$ cat config.mk
export PLATFORM = sky130hd
export DESIGN_NAME = soc_system_seg_display_ctrl
export DESIGN_NICKNAME = d
export VERILOG_FILES = /design/src/rtl/soc_system_seg_display_ctrl.sv
export SDC_FILE = /design/constraint.sdc
export NUM_CORES = 1
export LEC_CHECK = 0
export BUFFER_PORTS_ARGS = -buffer_cell sky130_fd_sc_hd__buf_2
export CORE_MARGIN = 3
export CORE_UTILIZATION = 50
export CTS_BUF_LIST = sky130_fd_sc_hd__clkbuf_4 sky130_fd_sc_hd__clkbuf_8
export DETAILED_ROUTE_END_ITERATION = 12
export GPL_ROUTABILITY_DRIVEN = 0
export GPL_TIMING_DRIVEN = 0
export PLACE_DENSITY = 0.73
export SYNTH_ARGS = -nofsm -noshare
export SYNTH_HDL_FRONTEND = slang
export SYNTH_SLANG_ARGS = --single-unit
$ cat constraint.sdc
create_clock -name clk -period 2.3 [get_ports clk]
set_clock_uncertainty 0.05 [all_clocks]
set_input_delay 0.115 -clock clk [delete_from_list [all_inputs] [get_ports clk]]
set_output_delay 0.115 -clock clk [all_outputs]
set_load 0.05 [all_outputs]
$ cat src/rtl/soc_system_seg_display_ctrl.sv
// Seven-segment display back end: PWM brightness, per-digit blink and
// frame-synchronous shadow registers feeding registered active-low HEX outputs.
module soc_system_seg_display_ctrl #(
  parameter int NUM_DIGITS   = 4,
  parameter int PRESCALE     = 500,
  parameter int PWM_BITS     = 4,
  parameter int BLINK_FRAMES = 390
) (
  input  logic                    clk,
  input  logic                    reset_n,
  input  logic [7*NUM_DIGITS-1:0] seg_in,
  input  logic [PWM_BITS-1:0]     brightness,
  input  logic [NUM_DIGITS-1:0]   blink_mask,
  output logic [7*NUM_DIGITS-1:0] hex_out,
  output logic                    frame_tick
);

  localparam int SEG_W = 7 * NUM_DIGITS;
  localparam int PRE_W = (PRESCALE > 1) ? $clog2(PRESCALE) : 1;
  localparam int BL_W  = (BLINK_FRAMES > 1) ? $clog2(BLINK_FRAMES) : 1;

  localparam logic [PRE_W-1:0]    PRE_LAST = PRE_W'(PRESCALE - 1);
  localparam logic [BL_W-1:0]     BL_LAST  = BL_W'(BLINK_FRAMES - 1);
  localparam logic [PWM_BITS-1:0] PWM_MAX  = '1;

  logic [PRE_W-1:0]      pre_cnt_q, pre_cnt_d;
  logic [PWM_BITS-1:0]   pwm_cnt_q, pwm_cnt_d;
  logic [BL_W-1:0]       bl_cnt_q, bl_cnt_d;
  logic                  blink_phase_q, blink_phase_d;
  logic [SEG_W-1:0]      seg_sh_q, seg_sh_d;
  logic [PWM_BITS-1:0]   bright_sh_q, bright_sh_d;
  logic [NUM_DIGITS-1:0] mask_sh_q, mask_sh_d;
  logic [SEG_W-1:0]      hex_q, hex_d;
  logic                  frame_tick_q, frame_tick_d;

  logic                  step;
  logic                  fb;
  logic                  bl_wrap;
  logic                  pwm_on;
  logic [NUM_DIGITS-1:0] lit;

  assign step    = (pre_cnt_q == PRE_LAST);
  assign fb      = step && (pwm_cnt_q == PWM_MAX);
  assign bl_wrap = fb && (bl_cnt_q == BL_LAST);
  assign pwm_on  = (bright_sh_q == PWM_MAX) || (pwm_cnt_q < bright_sh_q);

  always_comb begin
    pre_cnt_d = step ? '0 : pre_cnt_q + 1'b1;
    pwm_cnt_d = step ? pwm_cnt_q + 1'b1 : pwm_cnt_q;

    bl_cnt_d      = bl_cnt_q;
    blink_phase_d = blink_phase_q;
    if (fb) begin
      bl_cnt_d = bl_wrap ? '0 : bl_cnt_q + 1'b1;
      if (bl_wrap) begin
        blink_phase_d = ~blink_phase_q;
      end
    end

    // Shadows only move on the frame boundary so a frame is never torn
    seg_sh_d     = fb ? seg_in     : seg_sh_q;
    bright_sh_d  = fb ? brightness : bright_sh_q;
    mask_sh_d    = fb ? blink_mask : mask_sh_q;
    frame_tick_d = fb;
  end

  always_comb begin
    lit   = '0;
    hex_d = '1;
    for (int d = 0; d < NUM_DIGITS; d++) begin
      lit[d] = pwm_on & ~(mask_sh_q[d] & blink_phase_q);
      hex_d[7*d +: 7] = ~(seg_sh_q[7*d +: 7] & {7{lit[d]}});
    end
  end

  always_ff @(posedge clk or negedge reset_n) begin
    if (!reset_n) begin
      pre_cnt_q     <= '0;
      pwm_cnt_q     <= '0;
      bl_cnt_q      <= '0;
      blink_phase_q <= 1'b0;
      seg_sh_q      <= '0;
      bright_sh_q   <= '0;
      mask_sh_q     <= '0;
      hex_q         <= '1;
      frame_tick_q  <= 1'b0;
    end else begin
      pre_cnt_q     <= pre_cnt_d;
      pwm_cnt_q     <= pwm_cnt_d;
      bl_cnt_q      <= bl_cnt_d;
      blink_phase_q <= blink_phase_d;
      seg_sh_q      <= seg_sh_d;
      bright_sh_q   <= bright_sh_d;
      mask_sh_q     <= mask_sh_d;
      hex_q         <= hex_d;
      frame_tick_q  <= frame_tick_d;
    end
  end

  assign hex_out    = hex_q;
  assign frame_tick = frame_tick_q;

endmodule

==> metrics.txt <==
core area 0.00687 sq mm; pwr/cell area 570 mW/mm^2; clk_lat worst skew 0.35 ns; fmax 0.469 GHz; vias in the first global route 2481; die width 90.6 um; worst min path class input pin to async pin; drt pass-1 iters 7; post-route setup TNS 0 ns; Root Buffer clkbuf_8; Final Setup Violations 0; initial antenna violation count 0; Remaining Overflow, GRT 0; Layout area overhead 29.8%; Period minus WS final 2.13 ns; Vias 2497; Cells after Synth 260; Switch Pwr 0.601 mW; Final #Nets 423; Row Count 30; flops & latches, synth 88; final hold violations 0; Util after Layout 67.7%; Port Buffers 66; final WL 7.07 mm; CTS Sinks 88; vias per cell 5.21; Tot GR Track Use 18.6%; clock-pin slew on the worst setup and hold paths 0.09 ns; Mapped Nets 305; most common cell after layout, fill and taps aside buf_2; maximum vdd drop 0.339 mV; drt drc 0; Leak Pwr 2.10 nW; Post-Synthesis Cell Area 0.00358 sq mm; Initial Util 52.1%; Net Sw Frac 22.7%; Avg Synthesized Cell Area 13.8 sq um; part of the power in registers 58.4%; Die H 90.6 um; period utilization 92.6%; Least-Margin Pin Slew 0.807 ns; TritonCTS Buffers 9; clock power share 37.3%; Slew Viols, Final 0; CP max FO 10; Worst EP required 2.52 ns; Worst slew margin 45.8%; most frequent cells in the layout buf_2, dfrtp_1, dlygate4sd3_1, mux2_2; WP data arrival 2.35 ns; Max Cap Viol 0; 1st-iter DRT viols 73; P_int 2.05 mW; antenna-violating nets left 0; pre-CTS setup slack -0.0279 ns; RSZ-0062 raised after global routing no; Worst Setup Start Kind register; clk buf depth 2; n_diodes 0; I/O pins 67; largest net degree at the start of global routing 75; ys flop type dfrtp_1; YS warnings 0; WL/cell 14.7 um; status finished, final reports clean; CTS H-tree lvls 3; share of cells above drive strength 1 41.5%; Gate power share 4.3%; Cell variety after synth 38; first-pass GRT wire length 12.1 mm; Seq/Total Area, Yosys 62.5%; setup ws final 0.169 ns; Tot Pwr 2.65 mW; count of flip-flops with a built-in enable after synthesis 0; asr flop ratio synth 100%; Critical Path End Type register; WS Path Type register to register; CTS tree done; DP Wirelength 4.54 mm; die area 0.00821 sq mm
==> critical path, cell delays in order, from the launching register on <==
cell	delay, ns
dfrtp_1	0.43
ha_1	0.31
o21ai_1	0.64
clkbuf_1	0.44
o211ai_1	0.18
==> state kept, by name, summed over array words and instances, names as in the netlist <==
signal and cells:
blink_phase_q 1, bl_cnt_q 9, pre_cnt_q 9, pwm_cnt_q 4, frame_tick 1, hex_out 28
seg_sh_q 28, bright_sh_q 4, mask_sh_q 4
==> cells in the mapped netlist (2+ instances only) <==
master | number | area, sq um
dfrtp_1 | 60 | 1500
mux2_2 | 34 | 383
dfstp_2 | 28 | 736
o211ai_1 | 28 | 210
nand2_1 | 12 | 45.0
o21ai_0 | 9 | 45.0
xnor2_1 | 9 | 78.8
nor2_1 | 8 | 30.0
ha_1 | 7 | 87.6
nand4_1 | 7 | 43.8
inv_1 | 6 | 22.5
nand3_1 | 6 | 30.0
buf_6 | 5 | 56.3
clkbuf_1 | 4 | 15.0
nand2b_1 | 4 | 25.0
a22o_1 | 3 | 26.3
and3_1 | 3 | 18.8
o2bb2ai_1 | 3 | 26.3
a21o_1 | 2 | 15.0
mux2i_1 | 2 | 20.0
nor3_1 | 2 | 10.0
o21ai_1 | 2 | 10.0
==> layer usage <==
metal | routed length (um) | part of all wire, % | vias to the layer above | global-route usage (%)
met5 | 0 | 0 | - | 0
met4 | 108 | 1.5 | 0 | 7.27
met3 | 345 | 4.9 | 8 | 5.08
met2 | 3450 | 49 | 75 | 29.5
met1 | 3160 | 45 | 1233 | 24.3
li1 | - | - | 1181 | -
==> through the flow <==
| step | std cells | hold slack [ns] | instance area, sq um |
|---|---|---|---|
| 2_1_floorplan | 260 | -0.231 | 3580 |
| 3_3_place_gp | 422 | 0.276 | 4030 |
| 3_5_place_dp | 423 | -0.0538 | 4060 |
| 4_1_cts | 479 | 0.101 | 4640 |
| 5_1_grt | 479 | 0.110 | 4650 |
| 6_report | 479 | 0.107 | 4650 |
==> cell families after synthesis <==
kind of cell               Yosys count  share of synthesized area (%)
xor gates and xnor gates            10                           2.45
and+or+nand+nor                     52                           8.32
muxes                               36                           11.3
buffers and inverters               16                           2.76
AOI/OAI and AO/OA                   51                           10.3
adders and majority gates            7                           2.45
DFF                                 88                           62.5
==> power by group through the flow <==
stage	logic, mW	registers (mW)	clock network, mW
after CTS	0.116	1.55	1.02
after global placement	0.0609	1.58	0
final	0.114	1.55	0.987
after global routing	0.128	1.55	1.09
after detailed placement	0.0674	1.58	0
after floorplan	0.000531	1.58	0
==> worst paths after layout <==
| check | startpoint | to | slack [ns] | cells past startpoint |
|---|---|---|---|---|
| hold reg to reg | seg_sh_q[0] | hex_out[0] | 0.37 | 1 |
| hold / removal | reset_n | seg_sh_q[10] | 0.11 | 2 |
| max in group asynchronous | reset_n | hex_out[3] | 1.44 | 3 |
| min in group clk | seg_sh_q[0] | hex_out[0] | 0.37 | 1 |
| setup reg to reg | pwm_cnt_q[3] | hex_out[24] | 0.17 | 4 |
| setup / recovery | pwm_cnt_q[3] | hex_out[24] | 0.17 | 4 |
==> cell type report <==
| cell class | instances | area (sq um) |
|---|---|---|
| well taps | 96 | 120 |
| multi-input cells | 156 | 1250 |
| clock inverters | 6 | 50.0 |
| clock buffers | 10 | 138 |
| fillers | 511 | 2220 |
| flip-flops and latches | 88 | 2240 |
| repair buffers | 107 | 753 |
| plain buffers | 10 | 76.3 |
| inverters | 6 | 22.5 |
==> repair_timing <==
| action | CTS | global route |
|---|---|---|
| hold endpoints to repair | 100 | 0 |
| setup endpoints to repair | 29 | 20 |
| pin swaps | 1 | 0 |
| resized for setup | 0 | 1 |
| buffers inserted | 3 | 0 |
| hold buffers | 37 | 0 |
No activity file was read; power rests on OpenSTA's default activity.
